**config.mk**
```make
export PLATFORM = sky130hd
export DESIGN_NAME = uart_tx_frame_engine
export DESIGN_NICKNAME = d
export VERILOG_FILES = /design/src/rtl/uart_tx_frame_engine.sv
export SDC_FILE = /design/constraint.sdc
export NUM_CORES = 1
export LEC_CHECK = 0
export ABC_AREA = 1
export CORE_MARGIN = 2
export CORE_UTILIZATION = 45
export CTS_BUF_LIST = sky130_fd_sc_hd__clkbuf_16
export DETAILED_ROUTE_END_ITERATION = 12
export PLACE_DENSITY_LB_ADDON = 0.05
export SYNTH_ARGS = -nofsm -noshare
export SYNTH_HDL_FRONTEND = slang
export SYNTH_SLANG_ARGS = --single-unit
```
**constraint.sdc**
```tcl
create_clock -name clk -period 2.7 [get_ports clk]
set_input_delay 0.405 -clock clk [delete_from_list [all_inputs] [get_ports clk]]
set_output_delay 0.405 -clock clk [all_outputs]
set_load 0.03 [all_outputs]
```
**src/rtl/uart_tx_frame_engine.sv**
```systemverilog
// uart_tx_frame_engine: UART transmit frame FSM with runtime data width,
// parity, stop count and bit order, paced by an external baud tick.
module uart_tx_frame_engine #(
    parameter int DATA_W   = 8,
    parameter int FIFO_LAT = 1
) (
    input  logic              clk,
    input  logic              rst,
    input  logic              p_BaudSig_i,
    input  logic              p_TxEn_i,
    input  logic [3:0]        DataBits_i,
    input  logic [2:0]        ParityMode_i,
    input  logic              StopBits_i,
    input  logic              p_BigEnd_i,
    output logic              n_FifoRe_o,
    input  logic [DATA_W-1:0] FifoData_i,
    input  logic              p_FiFoEmpty_i,
    output logic [4:0]        State_o,
    output logic [3:0]        BitCounter_o,
    output logic [DATA_W-1:0] ShiftData_o,
    output logic              SerialData_o,
    output logic              p_Busy_o,
    output logic              p_FrameDone_o
);

    typedef enum logic [4:0] {
        S_IDLE   = 5'b00001,
        S_START  = 5'b00010,
        S_DATA   = 5'b00100,
        S_PARITY = 5'b01000,
        S_STOP   = 5'b10000
    } state_t;

    localparam logic [3:0] MAX_BITS = 4'(DATA_W);

    state_t              r_state;
    logic [3:0]          r_bitCnt;
    logic [3:0]          r_bits;
    logic [2:0]          r_parMode;
    logic                r_stop2;
    logic                r_bigEnd;
    logic                r_stopCnt;
    logic [DATA_W-1:0]   r_shift;
    logic                r_parBit;
    logic                r_serial;
    logic                r_nRe;
    logic                r_busy;
    logic                r_done;
    logic [FIFO_LAT-1:0] r_rdPipe;

    logic [3:0]          w_bitsClamp;
    logic [2:0]          w_parMode;
    logic [DATA_W-1:0]   w_mask;
    logic [DATA_W-1:0]   w_capData;
    logic                w_capPar;
    logic [3:0]          w_bitIdx;
    logic                w_dataBit;
    logic                w_lastBit;
    logic                w_stopEnd;
    logic                w_launch;
    logic                w_line;

    always_comb begin
        if (DataBits_i < 4'd5)
            w_bitsClamp = 4'd5;
        else if (DataBits_i > MAX_BITS)
            w_bitsClamp = MAX_BITS;
        else
            w_bitsClamp = DataBits_i;
    end

    assign w_parMode = (ParityMode_i >= 3'd1 && ParityMode_i <= 3'd4) ?
                       ParityMode_i : 3'd0;

    // Capture uses the frozen frame width, never the live input.
    assign w_mask    = ~({DATA_W{1'b1}} << r_bits);
    assign w_capData = FifoData_i & w_mask;

    always_comb begin
        case (r_parMode)
            3'd1:    w_capPar = ~^w_capData;
            3'd2:    w_capPar = ^w_capData;
            3'd3:    w_capPar = 1'b1;
            default: w_capPar = 1'b0;
        endcase
    end

    assign w_bitIdx = r_bigEnd ? (r_bits - 4'd1 - r_bitCnt) : r_bitCnt;

    always_comb begin
        w_dataBit = 1'b0;
        for (int i = 0; i < DATA_W; i++)
            if (w_bitIdx == 4'(i))
                w_dataBit = r_shift[i];
    end

    assign w_lastBit = (r_bitCnt == r_bits - 4'd1);
    assign w_stopEnd = !(r_stop2 && !r_stopCnt);
    assign w_launch  = p_BaudSig_i && p_TxEn_i && !p_FiFoEmpty_i &&
                       (r_state == S_IDLE ||
                        (r_state == S_STOP && w_stopEnd));

    always_comb begin
        case (r_state)
            S_START:  w_line = 1'b0;
            S_DATA:   w_line = w_dataBit;
            S_PARITY: w_line = r_parBit;
            default:  w_line = 1'b1;
        endcase
    end

    always_ff @(posedge clk or posedge rst) begin
        if (rst) begin
            r_state   <= S_IDLE;
            r_bitCnt  <= 4'd0;
            r_bits    <= 4'd5;
            r_parMode <= 3'd0;
            r_stop2   <= 1'b0;
            r_bigEnd  <= 1'b0;
            r_stopCnt <= 1'b0;
            r_shift   <= '0;
            r_parBit  <= 1'b0;
            r_serial  <= 1'b1;
            r_nRe     <= 1'b1;
            r_busy    <= 1'b0;
            r_done    <= 1'b0;
            r_rdPipe  <= '0;
        end else begin
            r_nRe    <= 1'b1;
            r_done   <= 1'b0;
            r_serial <= w_line;
            r_rdPipe <= FIFO_LAT'({r_rdPipe, ~r_nRe});
            if (r_rdPipe[FIFO_LAT-1]) begin
                r_shift  <= w_capData;
                r_parBit <= w_capPar;
            end
            if (w_launch) begin
                r_nRe     <= 1'b0;
                r_bits    <= w_bitsClamp;
                r_parMode <= w_parMode;
                r_stop2   <= StopBits_i;
                r_bigEnd  <= p_BigEnd_i;
            end
            if (p_BaudSig_i) begin
                case (r_state)
                    S_IDLE: begin
                        if (w_launch) begin
                            r_state <= S_START;
                            r_busy  <= 1'b1;
                        end
                    end
                    S_START: begin
                        r_state  <= S_DATA;
                        r_bitCnt <= 4'd0;
                    end
                    S_DATA: begin
                        if (w_lastBit) begin
                            r_bitCnt  <= 4'd0;
                            r_stopCnt <= 1'b0;
                            r_state   <= (r_parMode != 3'd0) ?
                                         S_PARITY : S_STOP;
                        end else begin
                            r_bitCnt <= r_bitCnt + 4'd1;
                        end
                    end
                    S_PARITY: begin
                        r_state   <= S_STOP;
                        r_stopCnt <= 1'b0;
                    end
                    S_STOP: begin
                        if (!w_stopEnd) begin
                            r_stopCnt <= 1'b1;
                        end else begin
                            r_done <= 1'b1;
                            if (w_launch) begin
                                r_state <= S_START;
                            end else begin
                                r_state <= S_IDLE;
                                r_busy  <= 1'b0;
                            end
                        end
                    end
                    default: begin
                        r_state <= S_IDLE;
                        r_busy  <= 1'b0;
                    end
                endcase
            end
        end
    end

    assign State_o       = r_state;
    assign BitCounter_o  = r_bitCnt;
    assign ShiftData_o   = r_shift;
    assign SerialData_o  = r_serial;
    assign n_FifoRe_o    = r_nRe;
    assign p_Busy_o      = r_busy;
    assign p_FrameDone_o = r_done;

endmodule
```
## Word-level counts from Yosys, hierarchy flattened

Cells that the tools add are included.

| operators by class | value |
|---|---|
| add/subtract/negate cells | 3 |
| $mul | 0 |
| divide/modulo/power cells | 0 |
| order comparisons | 4 |
| equal/unequal tests | 21 |
| shift-type cells | 1 |
| muxes and demuxes | 33 |
| bitwise gates (word level) | 4 |
| reduce and logical (&&, ||, !) cells | 21 |

Operator list:

| operator | number |
|---|---|
| one-hot mux 5 bit (5 select lines) | 1 |
| 2-to-1 mux 5 bit | 4 |
| 2-to-1 mux 1 bit | 17 |
| equality test 4 x 3 -> 1 bit (second input constant) | 4 |
| 2-to-1 mux 4 bit | 4 |
| one-hot mux 1 bit (3 select lines) | 4 |
| != test 2 bit (second input constant) | 5 |
| bitwise AND 8 bit | 1 |
| equality test 4 x 2 -> 1 bit (second input constant) | 2 |
| inverter 8 bit | 1 |
| one-hot mux 4 bit (2 select lines) | 1 |
| AND reduction 4 bit | 2 |
| XNOR reduction 8 bit | 1 |
| XOR reduction 8 bit | 1 |
| left shift 8 x 4 -> 8 bit (first input constant) | 1 |
| equality test 3 x 2 -> 1 bit (second input constant) | 2 |
| logical AND 1 bit | 6 |
| nonzero test 3 bit | 2 |
| equality test 5 x 1 -> 1 bit (second input constant) | 1 |
| equality test 5 x 2 -> 1 bit (second input constant) | 1 |
| equality test 5 x 3 -> 1 bit (second input constant) | 1 |
| equality test 5 x 4 -> 1 bit (second input constant) | 1 |
| equality test 5 bit (second input constant) | 1 |
| AND reduction 5 bit | 1 |
| 19 further kinds | 22 |

| storage, ports and cells | value |
|---|---|
| bits in registers | 33 |
| bits in latches | 0 |
| RAM bits | 0 |
| ROM bits | 0 |
| output and inout bits | 21 |
| logic and storage cells | 101 |
| memories | 0 |

## Depth between registers and ports, before layout

Gate-level depths: netlist of the first run.

| logic depth | value |
|---|---|
| depth after elaboration | 13 |
| mapped depth | 14 |
| depth with buffers taken out | 14 |

## Least setup slack after synthesis of the first run

Ideal clock, no wire load.

| timing | value |
|---|---|
| kind | register to register |
| start point | register r_bits[0] |
| end point | register r_serial, in the netlist SerialData_o |
| arrival time | 2.104 ns |
| setup slack | 0.535 ns |
| cell stages (with the launch flop) | 14 |
| path buffers | 0 |
| cell sequence | dfstp_2 -> inv_1 -> ha_1 -> inv_1 -> fa_1 -> nand2_1 -> o21ai_0 -> nor2_1 -> nand2_1 -> nand3_1 -> o211ai_1 -> o21ai_0 -> nand2_1 -> nand2_1 |

| between the ends | value |
|---|---|
| longest elaborated chain between the ends | 13 |
| elaborated cells between the ends (all ways) | 20 |
| those cells by class | 2 x add/sub; 7 x eq/ne; 10 x mux; 1 x reduce/logical |

RTL lines:

| what | line | text |
|---|---|---|
| start: declaration | 38 | `logic [3:0] r_bits;` |
| start signal: assignment | 139 | `r_bits <= w_bitsClamp;` |
| subtractor 4 x 1 -> 4 bit * | 88 | `assign w_bitIdx = r_bigEnd ? (r_bits - 4'd1 - r_bitCnt) : r_bitCnt;` |
| subtractor 4 bit * | 88 |  |
| 2-to-1 mux 4 bit * | 88 |  |
| logical NOT 4 bit | 93 | `if (w_bitIdx == 4'(i))` |
| 2-to-1 mux 1 bit (7 in a row) | 93 |  |
| 2-to-1 mux 1 bit * | 93 |  |
| one-hot mux 1 bit (3 select lines) * | 104 | `case (r_state)` |
| net w_line | 61 | `logic w_line;` |
| end signal: assignment | 131 | `r_serial <= w_line;` |
| end: declaration | 45 | `logic r_serial;` |

Mark *: on every way through the listed nets, which the timed path passes. The rest lies on a longest branch.
A chain may end at the register's enable or synchronous reset.

## Final worst setup path of the first run

Same ends and word-level chain as after synthesis.

==> impl_summary.txt, run 1 <==
----------------------------------------------------
[Outcome]
  Status ... completed

[Timing]
  Setup-failing EPs final ... 0
  Unrepaired setup endpoints after global routing ... false
  Worst-Margin Slew ... ~0.45 ns
  Shortest period the worst path allows ... around 2.4 ns
  F_max ... ~0.42 GHz
  Setup TNS Final ... 0 ns
  Worst hold-check slack ... about 0.43 ns
  Final slew viol count ... 0
  Max-Slew Margin vs Limit ... 0.700
  Worst setup skew after layout ... slightly below 0.005 ns
  Number of endpoints with negative hold slack in the final report ... 0
  Period Utilization, post-route ... 0.881

[Critical path]
  R2R Path End ... SerialData_o
  Flop-to-flop setup slack ... between 0.3 and 0.4 ns
  Data arrival time at the worst-slack endpoint ... ~2.6 ns
  Worst reg2reg startpoint ... r_bits[0]
  Worst Path Class, Setup ... reg2reg
  Worst Setup End Kind ... register
  Cell count of the worst reg-to-reg path ... 13
  Critical Path RT ... around 2.9 ns
  Worst setup path endpoint ... SerialData_o
  Worst Setup SP ... r_bits[0]
  Critical path peak fanout ... 5
  Startpoint class of the critical path ... register

[CTS]
  Clock network latency to the later pin of the worst-skew pair ... between 0.2 and 0.3 ns
  Clk Tree Root Cell ... sky130_fd_sc_hd__clkbuf_16
  Clock transition at the registers of the reported paths ... roughly 0.050 ns
  H-Tree Level Count ... 2
  Post-CTS setup buffer count ... 0
  Total number of clock tree sinks ... 33
  Hold buffer count at cts ... 0
  CTS tree ... built
  Worst-case clock buffer depth ... 2
  Total of cells resized after clock tree synthesis ... 0
  CTS buffer count ... 5

[Floorplan]
  Total Die Area ... ~5300 um2
  Die Y-Extent ... 72.5 um
  Number of I/O pins ... 43
  Area of the core region ... about 4400 um2
  Initial Util ... 0.475
  Number of rows in the core area ... 24
  Horizontal die dimension ... 72.5 um

[Placed design]
  Post-DP HPWL ... around 3.7 mm
  Last weighted congestion value of the routability-driven placer ... about 0.84
  Number of buffers inserted by port buffering ... 42
  Area after DPL ... between 2000 and 3000 um2
  Placed cell count ... between 300 and 400

[Logic synthesis]
  Top flip-flop cell by instance count after synthesis ... sky130_fd_sc_hd__dfrtp_1
  Warning count from the yosys run ... 0
  Post-synth cell types ... 37
  Synthesized flop and latch total ... 33
  Share of the synthesized area in the top cell type ... 0.332
  Netlist area before placement ... 2110 um2
  Area leader, netlist ... sky130_fd_sc_hd__dfrtp_1
  Portion of the post-synthesis area used by sequential elements ... 0.394
  Share of synthesized registers carrying an async set or reset ... 1.00
  Post-synthesis instance total ... 286
  Syn_area_per_cell ... around 7.4 um2
  Largest cells by area after synthesis ... sky130_fd_sc_hd__dfrtp_1 33%, sky130_fd_sc_hd__nand2_1 17%, sky130_fd_sc_hd__dfstp_2 6.2%
  Number of flops mapped to enable cells by yosys ... 0
  Number of nets produced by synthesis ... between 300 and 400

[Layout]
  Signed area change from the synthesized netlist to the final layout ... 29.3%
  Number of cells in the finished layout apart from fillers ... roughly 390
  Net count, final ... 364
  Design area ... about 2700 um2
  Layout cell share with drive strength beyond 1 ... 0.110
  Antenna Diode Count ... 0

[Route]
  Average detailed-routed wire length per instance ... between 10 and 15 um
  Initial drt markers ... between 60 and 70
  Routed via count ... 1924
  TritonRoute pass-1 iters ... 4
  Vias per inst ... 4.97
  Count of nets left with antenna violations after detail routing ... 0
  DRC violations left ... 0
  Wire length reported by the detailed router ... about 4.7 mm

[Power]
  Net switching share of the total power ... 0.472
  Reg power frac ... 0.271
  Power share of the clock group ... 0.156
  Total Power Consumption ... ~3.4 mW
  Switching power ... 1.61 mW
  Power density over cell area ... around 1300 nW/um2
  Worst-case vdd ir drop ... approximately 0.49 mV
  Fraction of power consumed by combinational cells ... 0.573
  Leakage ... 1.36 nW
  Internal power summed over all cells ... around 1.8 mW

[GRT]
  First-pass GRT wire length ... 8.36 mm
  Number of antenna violations at the first check in global routing ... 0
  Number of global-route vias before repair ... 1895
  Gr usage total ... 0.206
  Overflow left after global routing ... 0
  Largest net degree at the start of global routing ... 34

[Hold path]
  Kind of path behind the tightest hold check ... reg2reg

[Flow run]
  Number of max-cap violations ... 0

----------------------------------------------------
## registers in the layout, indices dropped and copies added, names as in the netlist
name and flops:
SerialData_o 1, r_parMode 3, n_FifoRe_o 1, r_parBit 1
r_rdPipe 1, r_stop2 1, r_bigEnd 1, BitCounter_o 4
p_Busy_o 1, ShiftData_o 8, State_o 5, r_bits 4
p_FrameDone_o 1, r_stopCnt 1
## kinds of logic (layout without fill, tap and decap cells)
logic type,Yosys count,in the layout,share of synthesized area
and+or+nand+nor,158,158,0.341
adders and majority gates,8,8,0.0509
buffers and inverters,44,93,0.0818
DFF,33,33,0.394
xor gates and xnor gates,6,6,0.0249
muxes,1,1,0.00474
AOI/OAI and AO/OA,36,36,0.102
## power groups by stage
stage,clock (mW),sequential (mW),combinational (mW)
floorplan,0,1.13,1.19
global placement,0,0.932,1.92
detailed placement,0,0.933,1.95
CTS,0.545,0.929,1.97
global route,0.562,0.959,2.22
finish,0.535,0.926,1.96
## critical path, cell delays in order, from the launching register on
cell	delay, ns
sky130_fd_sc_hd__dfstp_2	0.54
sky130_fd_sc_hd__inv_1	0.09
sky130_fd_sc_hd__ha_1	0.29
sky130_fd_sc_hd__inv_1	0.09
sky130_fd_sc_hd__fa_1	0.41
sky130_fd_sc_hd__nand2_1	0.07
sky130_fd_sc_hd__o21ai_0	0.17
sky130_fd_sc_hd__nor2_1	0.20
sky130_fd_sc_hd__nand2_1	0.08
sky130_fd_sc_hd__nand2_1	0.06
sky130_fd_sc_hd__nor2_1	0.04
sky130_fd_sc_hd__o21ai_0	0.15
sky130_fd_sc_hd__nand2_1	0.07
sky130_fd_sc_hd__nand2_1	0.06
## layout make-up
type / count / area (um2)
repair buffers: 44 / 435
flip-flops and latches: 33 / 832
multi-input cells: 209 / 1110
clock inverters: 3 / 12.5
fillers: 415 / 1710
well taps: 52 / 65.1
clock buffers: 5 / 125
inverters: 41 / 154
## synthesized netlist by cell type (2+ instances only)
cell / count
sky130_fd_sc_hd__xnor2_1: 2
sky130_fd_sc_hd__nor2_2: 4
sky130_fd_sc_hd__dfrtp_1: 28
sky130_fd_sc_hd__ha_1: 7
sky130_fd_sc_hd__nand3_2: 2
sky130_fd_sc_hd__nor3_1: 4
sky130_fd_sc_hd__inv_1: 32
sky130_fd_sc_hd__xor2_1: 4
sky130_fd_sc_hd__nand3_1: 17
sky130_fd_sc_hd__inv_2: 9
sky130_fd_sc_hd__a21oi_1: 3
sky130_fd_sc_hd__o21ai_1: 4
sky130_fd_sc_hd__nand4_1: 7
sky130_fd_sc_hd__buf_4: 2
sky130_fd_sc_hd__nor2_4: 2
sky130_fd_sc_hd__nor2_1: 18
sky130_fd_sc_hd__nand2_1: 98
sky130_fd_sc_hd__o21ai_0: 20
sky130_fd_sc_hd__dfstp_2: 5
## stage by stage
step | worst slack, ns | util
after floorplan | 0.535 | -
after global placement | 0.434 | 0.584
after detailed placement | 0.359 | 0.584
after CTS | 0.330 | 0.615
after global routing | 0.131 | 0.615
final | 0.322 | 0.615
## per-layer routing
metal,share of wire,up-vias,global-route usage,wire length (um)
li1,-,1004,-,-
met5,0,-,0,0
met4,0.014,0,0.0741,63
met2,0.47,37,0.338,2180
met3,0.040,5,0.0403,184
met1,0.48,878,0.270,2230
## worst min path at each step
stage | endpoint | cells past startpoint | from | slack [ns]
after floorplan | r_parBit | 2 | r_parBit | 0.45
after global placement | r_rdPipe | 1 | n_FifoRe_o | 0.42
after detailed placement | r_rdPipe | 1 | n_FifoRe_o | 0.42
after CTS | r_rdPipe | 1 | n_FifoRe_o | 0.44
after global routing | r_rdPipe | 1 | n_FifoRe_o | 0.45
final | r_rdPipe | 1 | n_FifoRe_o | 0.43
## cell usage in the layout (no fill, tap or decap), types with 2 or more instances in the layout
master / synthesis / final
sky130_fd_sc_hd__buf_4: 2 / 2
sky130_fd_sc_hd__nand2_1: 98 / 98
sky130_fd_sc_hd__inv_1: 32 / 32
sky130_fd_sc_hd__inv_2: 9 / 9
sky130_fd_sc_hd__clkdlybuf4s50_1: 0 / 42
sky130_fd_sc_hd__nor2_2: 4 / 4
sky130_fd_sc_hd__clkbuf_16: 0 / 5
sky130_fd_sc_hd__xor2_1: 4 / 4
sky130_fd_sc_hd__nor2_4: 2 / 2
sky130_fd_sc_hd__dfstp_2: 5 / 5
sky130_fd_sc_hd__nand3_1: 17 / 17
sky130_fd_sc_hd__nor3_1: 4 / 4
sky130_fd_sc_hd__nand3_2: 2 / 2
sky130_fd_sc_hd__nand4_1: 7 / 7
sky130_fd_sc_hd__o21ai_0: 20 / 20
sky130_fd_sc_hd__xnor2_1: 2 / 2
sky130_fd_sc_hd__dfrtp_1: 28 / 28
sky130_fd_sc_hd__nor2_1: 18 / 18
sky130_fd_sc_hd__clkinv_1: 0 / 2
sky130_fd_sc_hd__a21oi_1: 3 / 3
sky130_fd_sc_hd__ha_1: 7 / 7
sky130_fd_sc_hd__o21ai_1: 4 / 4
Note: power is estimated with default switching activity, not from simulation.
==> run 2: changes to the inputs <==
--- a/config.mk
+++ b/config.mk
@@ -6,6 +6,7 @@
 export NUM_CORES = 1
 export LEC_CHECK = 0
 export ABC_AREA = 1
+export CORE_ASPECT_RATIO = 1.2
 export CORE_MARGIN = 2
 export CORE_UTILIZATION = 45
 export CTS_BUF_LIST = sky130_fd_sc_hd__clkbuf_16
==> constraint.sdc (replaced) <==
create_clock -name clk -period 2.65 [get_ports clk]
set_input_delay 0.3975 -clock clk [delete_from_list [all_inputs] [get_ports clk]]
set_output_delay 0.3975 -clock clk [all_outputs]
set_load 0.05 [all_outputs]
==> impl_summary.txt, run 2 (same netlist as run 1, synthesis figures left out) <==
----------------------------------------------------
[Outcome]
  Status ... completed

[Route]
  Routed via count ... 1942
  Count of nets left with antenna violations after detail routing ... 0
  Initial drt markers ... 75
  Average detailed-routed wire length per instance ... roughly 12 um
  TritonRoute pass-1 iters ... 4
  DRC violations left ... 0
  Wire length reported by the detailed router ... between 4 and 5 mm
  Vias per inst ... between 4 and 5

[Floorplan]
  Die Y-Extent ... slightly below 80 um
  Number of rows in the core area ... 27
  Number of I/O pins ... 43
  Horizontal die dimension ... between 60 and 70 um
  Initial Util ... 0.463
  Total Die Area ... 5260 um2
  Area of the core region ... about 4600 um2

[CTS]
  Post-CTS setup buffer count ... 0
  CTS buffer count ... 5
  Clk Tree Root Cell ... sky130_fd_sc_hd__clkbuf_16
  Total number of clock tree sinks ... 33
  CTS tree ... built
  Hold buffer count at cts ... 0
  Clock network latency to the later pin of the worst-skew pair ... approximately 0.27 ns
  Total of cells resized after clock tree synthesis ... 0
  H-Tree Level Count ... 2
  Worst-case clock buffer depth ... 2
  Clock transition at the registers of the reported paths ... approximately 0.050 ns

[Layout]
  Net count, final ... roughly 360
  Number of cells in the finished layout apart from fillers ... 393
  Antenna Diode Count ... 0
  Signed area change from the synthesized netlist to the final layout ... 29.6%
  Post-route core utilization ... 0.600
  Most frequent standard cell in the layout excluding fill and tap cells ... sky130_fd_sc_hd__nand2_1
  Number of flip-flops in the largest register ... 8
  Layout cell share with drive strength beyond 1 ... 0.107
  Design area ... between 2000 and 3000 um2
  Highest-count cells in the layout ignoring fill and taps ... 98 x sky130_fd_sc_hd__nand2_1, 42 x sky130_fd_sc_hd__clkdlybuf4s50_1, 35 x sky130_fd_sc_hd__inv_1

[Timing]
  Worst setup skew after layout ... 0.00515 ns
  Shortest period the worst path allows ... between 2 and 2.5 ns
  Number of endpoints with negative hold slack in the final report ... 0
  Period Utilization, post-route ... 0.910
  F_max ... 0.415 GHz
  Max-Slew Margin vs Limit ... 0.659
  Final slew viol count ... 0
  Worst hold-check slack ... roughly 0.44 ns
  Unrepaired setup endpoints after global routing ... false
  Setup TNS Final ... 0 ns
  Worst-Margin Slew ... ~0.51 ns
  Worst-case setup margin in the final layout ... ~0.24 ns
  Setup-failing EPs final ... 0

[GRT]
  Number of global-route vias before repair ... between 1500 and 2000
  Layer carrying the most global-route usage ... met2
  Largest net degree at the start of global routing ... 34
  Met2 Usage GRT ... 0.344
  GR met1 Demand/Resource ... 0.266
  Gr usage total ... 0.206
  Overflow left after global routing ... 0
  Met3 routing resource usage after global routing ... 0.0439
  First-pass GRT wire length ... ~8.3 mm
  Number of antenna violations at the first check in global routing ... 0

[Placed design]
  Post-DP HPWL ... around 3.7 mm
  Placed cell count ... 385
  Last weighted congestion value of the routability-driven placer ... approximately 0.78
  Pre-CTS worst setup slack ... about 0.26 ns
  Area after DPL ... about 2600 um2
  Number of buffers inserted by port buffering ... 42

[Critical path]
  Critical-path cell with the highest stage delay ... sky130_fd_sc_hd__dfstp_2
  Critical path, cell by cell ... inv_1, ha_1, inv_1, fa_1, nand2_1, o21ai_0, nor2_1, nand2_1, nand2_1, nor2_1, o21ai_0, nand2_1, nand2_1
  Critical path peak fanout ... 5
  Critical Path RT ... around 2.9 ns
  Critical path's largest stage delay ... ~0.55 ns
  Worst Path Class, Setup ... reg2reg
  Startpoint class of the critical path ... register
  Cell count of the worst reg-to-reg path ... 13
  Flop-to-flop setup slack ... approximately 0.24 ns
  Data arrival time at the worst-slack endpoint ... around 2.6 ns
  CP delay by family, top ... adder cells
  Worst Setup End Kind ... register
  Cell occurring most often along the worst timing path ... sky130_fd_sc_hd__nand2_1
  Worst reg2reg startpoint ... r_bits[0]
  Sum of buffers and inverters on the critical path ... 2
  R2R Path End ... SerialData_o

[Power]
  Power density over cell area ... between 1000 and 1500 nW/um2
  Worst-case vdd ir drop ... about 0.57 mV
  Leakage ... around 1.4 nW
  Total Power Consumption ... approximately 3.7 mW

[Hold path]
  Source of the worst hold timing path ... n_FifoRe_o
  Worst hold stages ... 1
  Hold Crit Endpoint ... r_rdPipe
  Kind of path behind the tightest hold check ... reg2reg

[Flow run]
  Number of max-cap violations ... 0

----------------------------------------------------
==> run 2: layer usage <==
layer | part of all wire | vias to the layer above
met3 | 0.042 | 6
met1 | 0.47 | 877
met5 | 0 | -
met4 | 0.014 | 0
met2 | 0.48 | 47
li1 | - | 1012
==> run 2: power by group <==
group,switching (mW),total (mW),internal [mW]
clock network,0.198,0.535,0.337
registers,0.213,0.942,0.729
logic,1.42,2.19,0.773
total,1.83,3.67,1.84
==> run 2: final cells by class <==
type / instances / area [um2]
clock buffer: 5 / 125
clock inverter: 3 / 11.3
fill: 439 / 1820
inverter: 41 / 154
multi-input combinational: 209 / 1110
sequential: 33 / 832
tap: 58 / 72.6
timing repair buffer: 44 / 435
==> run 2: worst max-delay path by stage <==
stage               startpoint            to  slack (ns)  depth (start not counted)
3_3_place_gp         r_bits[0]  SerialData_o        0.38                         13
2_1_floorplan  BitCounter_o[0]  SerialData_o        0.39                         12
6_report             r_bits[0]  SerialData_o        0.24                         13
4_1_cts              r_bits[0]  SerialData_o        0.24                         13
5_1_grt              r_bits[0]  SerialData_o        0.04                         13
3_5_place_dp         r_bits[0]  SerialData_o        0.26                         13
==> run 3: changes to the inputs <==
--- a/config.mk
+++ b/config.mk
@@ -11,6 +11,7 @@
 export CORE_UTILIZATION = 45
 export CTS_BUF_LIST = sky130_fd_sc_hd__clkbuf_16
 export DETAILED_ROUTE_END_ITERATION = 12
+export DONT_BUFFER_PORTS = 1
 export PLACE_DENSITY_LB_ADDON = 0.05
 export SYNTH_ARGS = -nofsm -noshare
 export SYNTH_HDL_FRONTEND = slang
==> impl_summary.txt, run 3 (same netlist as run 1, synthesis figures left out) <==
----------------------------------------------------
[GRT]
  First-pass GRT wire length ... between 8 and 9 mm
  Gr usage total ... 0.204
  Largest net degree at the start of global routing ... 34
  Number of global-route vias before repair ... 1802
  Overflow left after global routing ... 0
  Number of antenna violations at the first check in global routing ... 0

[Power]
  Total Power Consumption ... approximately 3.6 mW
  Reg power frac ... 0.349
  Power share of the clock group ... 0.181
  Internal power summed over all cells ... 1.75 mW
  Fraction of power consumed by combinational cells ... 0.469
  Leakage ... 1.25 nW
  Net switching share of the total power ... 0.509
  Worst-case vdd ir drop ... ~0.54 mV
  Switching power ... 1.81 mW
  Power density over cell area ... 1490 nW/um2

[Layout]
  Highest-count cells in the layout ignoring fill and taps ... 98 x sky130_fd_sc_hd__nand2_1, 33 x sky130_fd_sc_hd__inv_1, 28 x sky130_fd_sc_hd__dfrtp_1
  Post-route core utilization ... 0.524
  Signed area change from the synthesized netlist to the final layout ... 13.1%
  Most frequent standard cell in the layout excluding fill and tap cells ... sky130_fd_sc_hd__nand2_1
  Layout cell share with drive strength beyond 1 ... 0.144
  Number of flip-flops in the largest register ... 8
  Number of cells in the finished layout apart from fillers ... about 360
  Net count, final ... around 330
  Antenna Diode Count ... 0
  Design area ... between 2000 and 2500 um2

[Critical path]
  Critical Path RT ... 2.87 ns
  Critical path peak fanout ... 5
  Worst Path Class, Setup ... reg2reg
  Startpoint class of the critical path ... register
  Worst Setup End Kind ... register
  Data arrival time at the worst-slack endpoint ... 2.62 ns

[Floorplan]
  Total Die Area ... ~5300 um2
  Area of the core region ... 4560 um2
  Initial Util ... 0.463
  Horizontal die dimension ... ~67 um
  Number of rows in the core area ... 27
  Die Y-Extent ... just under 80 um
  Number of I/O pins ... 43

[CTS]
  Worst-case clock buffer depth ... 2
  Clock network latency to the later pin of the worst-skew pair ... about 0.28 ns
  Post-CTS setup buffer count ... 0
  Clk Tree Root Cell ... sky130_fd_sc_hd__clkbuf_16
  Total number of clock tree sinks ... 33
  Total of cells resized after clock tree synthesis ... 0
  Clock transition at the registers of the reported paths ... 0.06 ns
  CTS buffer count ... 5
  Hold buffer count at cts ... 0
  H-Tree Level Count ... 2
  CTS tree ... built

[Placed design]
  Area after DPL ... between 2000 and 2500 um2
  Placed cell count ... 349
  Last weighted congestion value of the routability-driven placer ... 0.803
  Number of buffers inserted by port buffering ... 0
  Post-DP HPWL ... roughly 3.8 mm

[Outcome]
  Status ... completed

[Timing]
  Shortest period the worst path allows ... between 2 and 2.5 ns
  Final slew viol count ... 0
  Setup TNS Final ... 0 ns
  Unrepaired setup endpoints after global routing ... false
  Number of endpoints with negative hold slack in the final report ... 0
  Setup-failing EPs final ... 0
  Period Utilization, post-route ... 0.905
  Worst setup skew after layout ... a little over 0.006 ns
  Worst-Margin Slew ... between 0.5 and 0.6 ns
  Max-Slew Margin vs Limit ... 0.637
  F_max ... 0.417 GHz

[Route]
  Initial drt markers ... 62
  Routed via count ... about 1800
  Count of nets left with antenna violations after detail routing ... 0
  DRC violations left ... 0
  TritonRoute pass-1 iters ... 4
  Vias per inst ... 5.04
  Average detailed-routed wire length per instance ... about 14 um
  Wire length reported by the detailed router ... approximately 4.8 mm

[Hold path]
  Kind of path behind the tightest hold check ... in2async

[Flow run]
  Number of max-cap violations ... 0

----------------------------------------------------
run 3: cell count changes in the layout (fill, tap and decap cells not counted), sizes merged:
cell / before / now
buf: 2 / 8
inv: 44 / 42
clkinv: 0 / 1
clkdlybuf4s50: 42 / 0
bufinv: 0 / 1
run 3: worst paths after layout:
kind / startpoint / to / slack [ns] / cells past startpoint
worst max register to register: r_bits[0] / SerialData_o / 0.25 / 13
worst min register to register: r_parBit / r_parBit / 0.50 / 2
worst min-delay path: rst / State_o[2] / 0.1 / 2
min in group clk: p_BigEnd_i / r_bigEnd / 0.26 / 2
worst max-delay path: r_bits[0] / SerialData_o / 0.25 / 13
max in group asynchronous: rst / r_bits[2] / 2.21 / 2
run 3: critical path, cell delays in order (launching register included):
cell	delay (ns)
sky130_fd_sc_hd__dfstp_2	0.54
sky130_fd_sc_hd__inv_1	0.08
sky130_fd_sc_hd__ha_1	0.29
sky130_fd_sc_hd__inv_1	0.09
sky130_fd_sc_hd__fa_1	0.41
sky130_fd_sc_hd__nand2_1	0.07
sky130_fd_sc_hd__o21ai_0	0.18
sky130_fd_sc_hd__nor2_1	0.20
sky130_fd_sc_hd__nand2_1	0.07
sky130_fd_sc_hd__nand3_1	0.10
sky130_fd_sc_hd__o211ai_1	0.07
sky130_fd_sc_hd__o21ai_0	0.10
sky130_fd_sc_hd__nand2_1	0.07
sky130_fd_sc_hd__nand2_1	0.07
run 3: cell type report:
type | count | area (um2)
tap | 58 | 72.6
sequential | 33 | 832
fill | 458 | 2170
clock inverter | 3 | 37.5
multi-input combinational | 209 | 1110
clock buffer | 5 | 125
timing repair buffer | 8 | 60.1
inverter | 41 | 154
run 3: power groups by stage:
| stage | Combinational [mW] | Clock, mW | Sequential (mW) |
|---|---|---|---|
| 2_1_floorplan | 1.22 | 0 | 1.34 |
| 3_3_place_gp | 1.65 | 0 | 1.26 |
| 3_5_place_dp | 1.68 | 0 | 1.26 |
| 4_1_cts | 1.69 | 0.658 | 1.25 |
| 5_1_grt | 1.93 | 0.675 | 1.28 |
| 6_report | 1.67 | 0.646 | 1.24 |
run 3: stage by stage:
| stage | hold WS, ns | setup slack [ns] |
|---|---|---|
| after global routing | 0.133 | 0.0390 |
| after CTS | 0.114 | 0.260 |
| after global placement | 0.409 | 0.337 |
| after floorplan | 0.448 | 0.395 |
| after detailed placement | 0.413 | 0.285 |
| final | 0.0988 | 0.253 |
run 3: layer usage:
layer  track usage  up-vias  routed length [um]
li1              -      932                   -
met1         0.257      807                2110
met2         0.343       50                2320
met3        0.0510        9                 311
met4        0.0592        0                  74
met5             0        -                   0
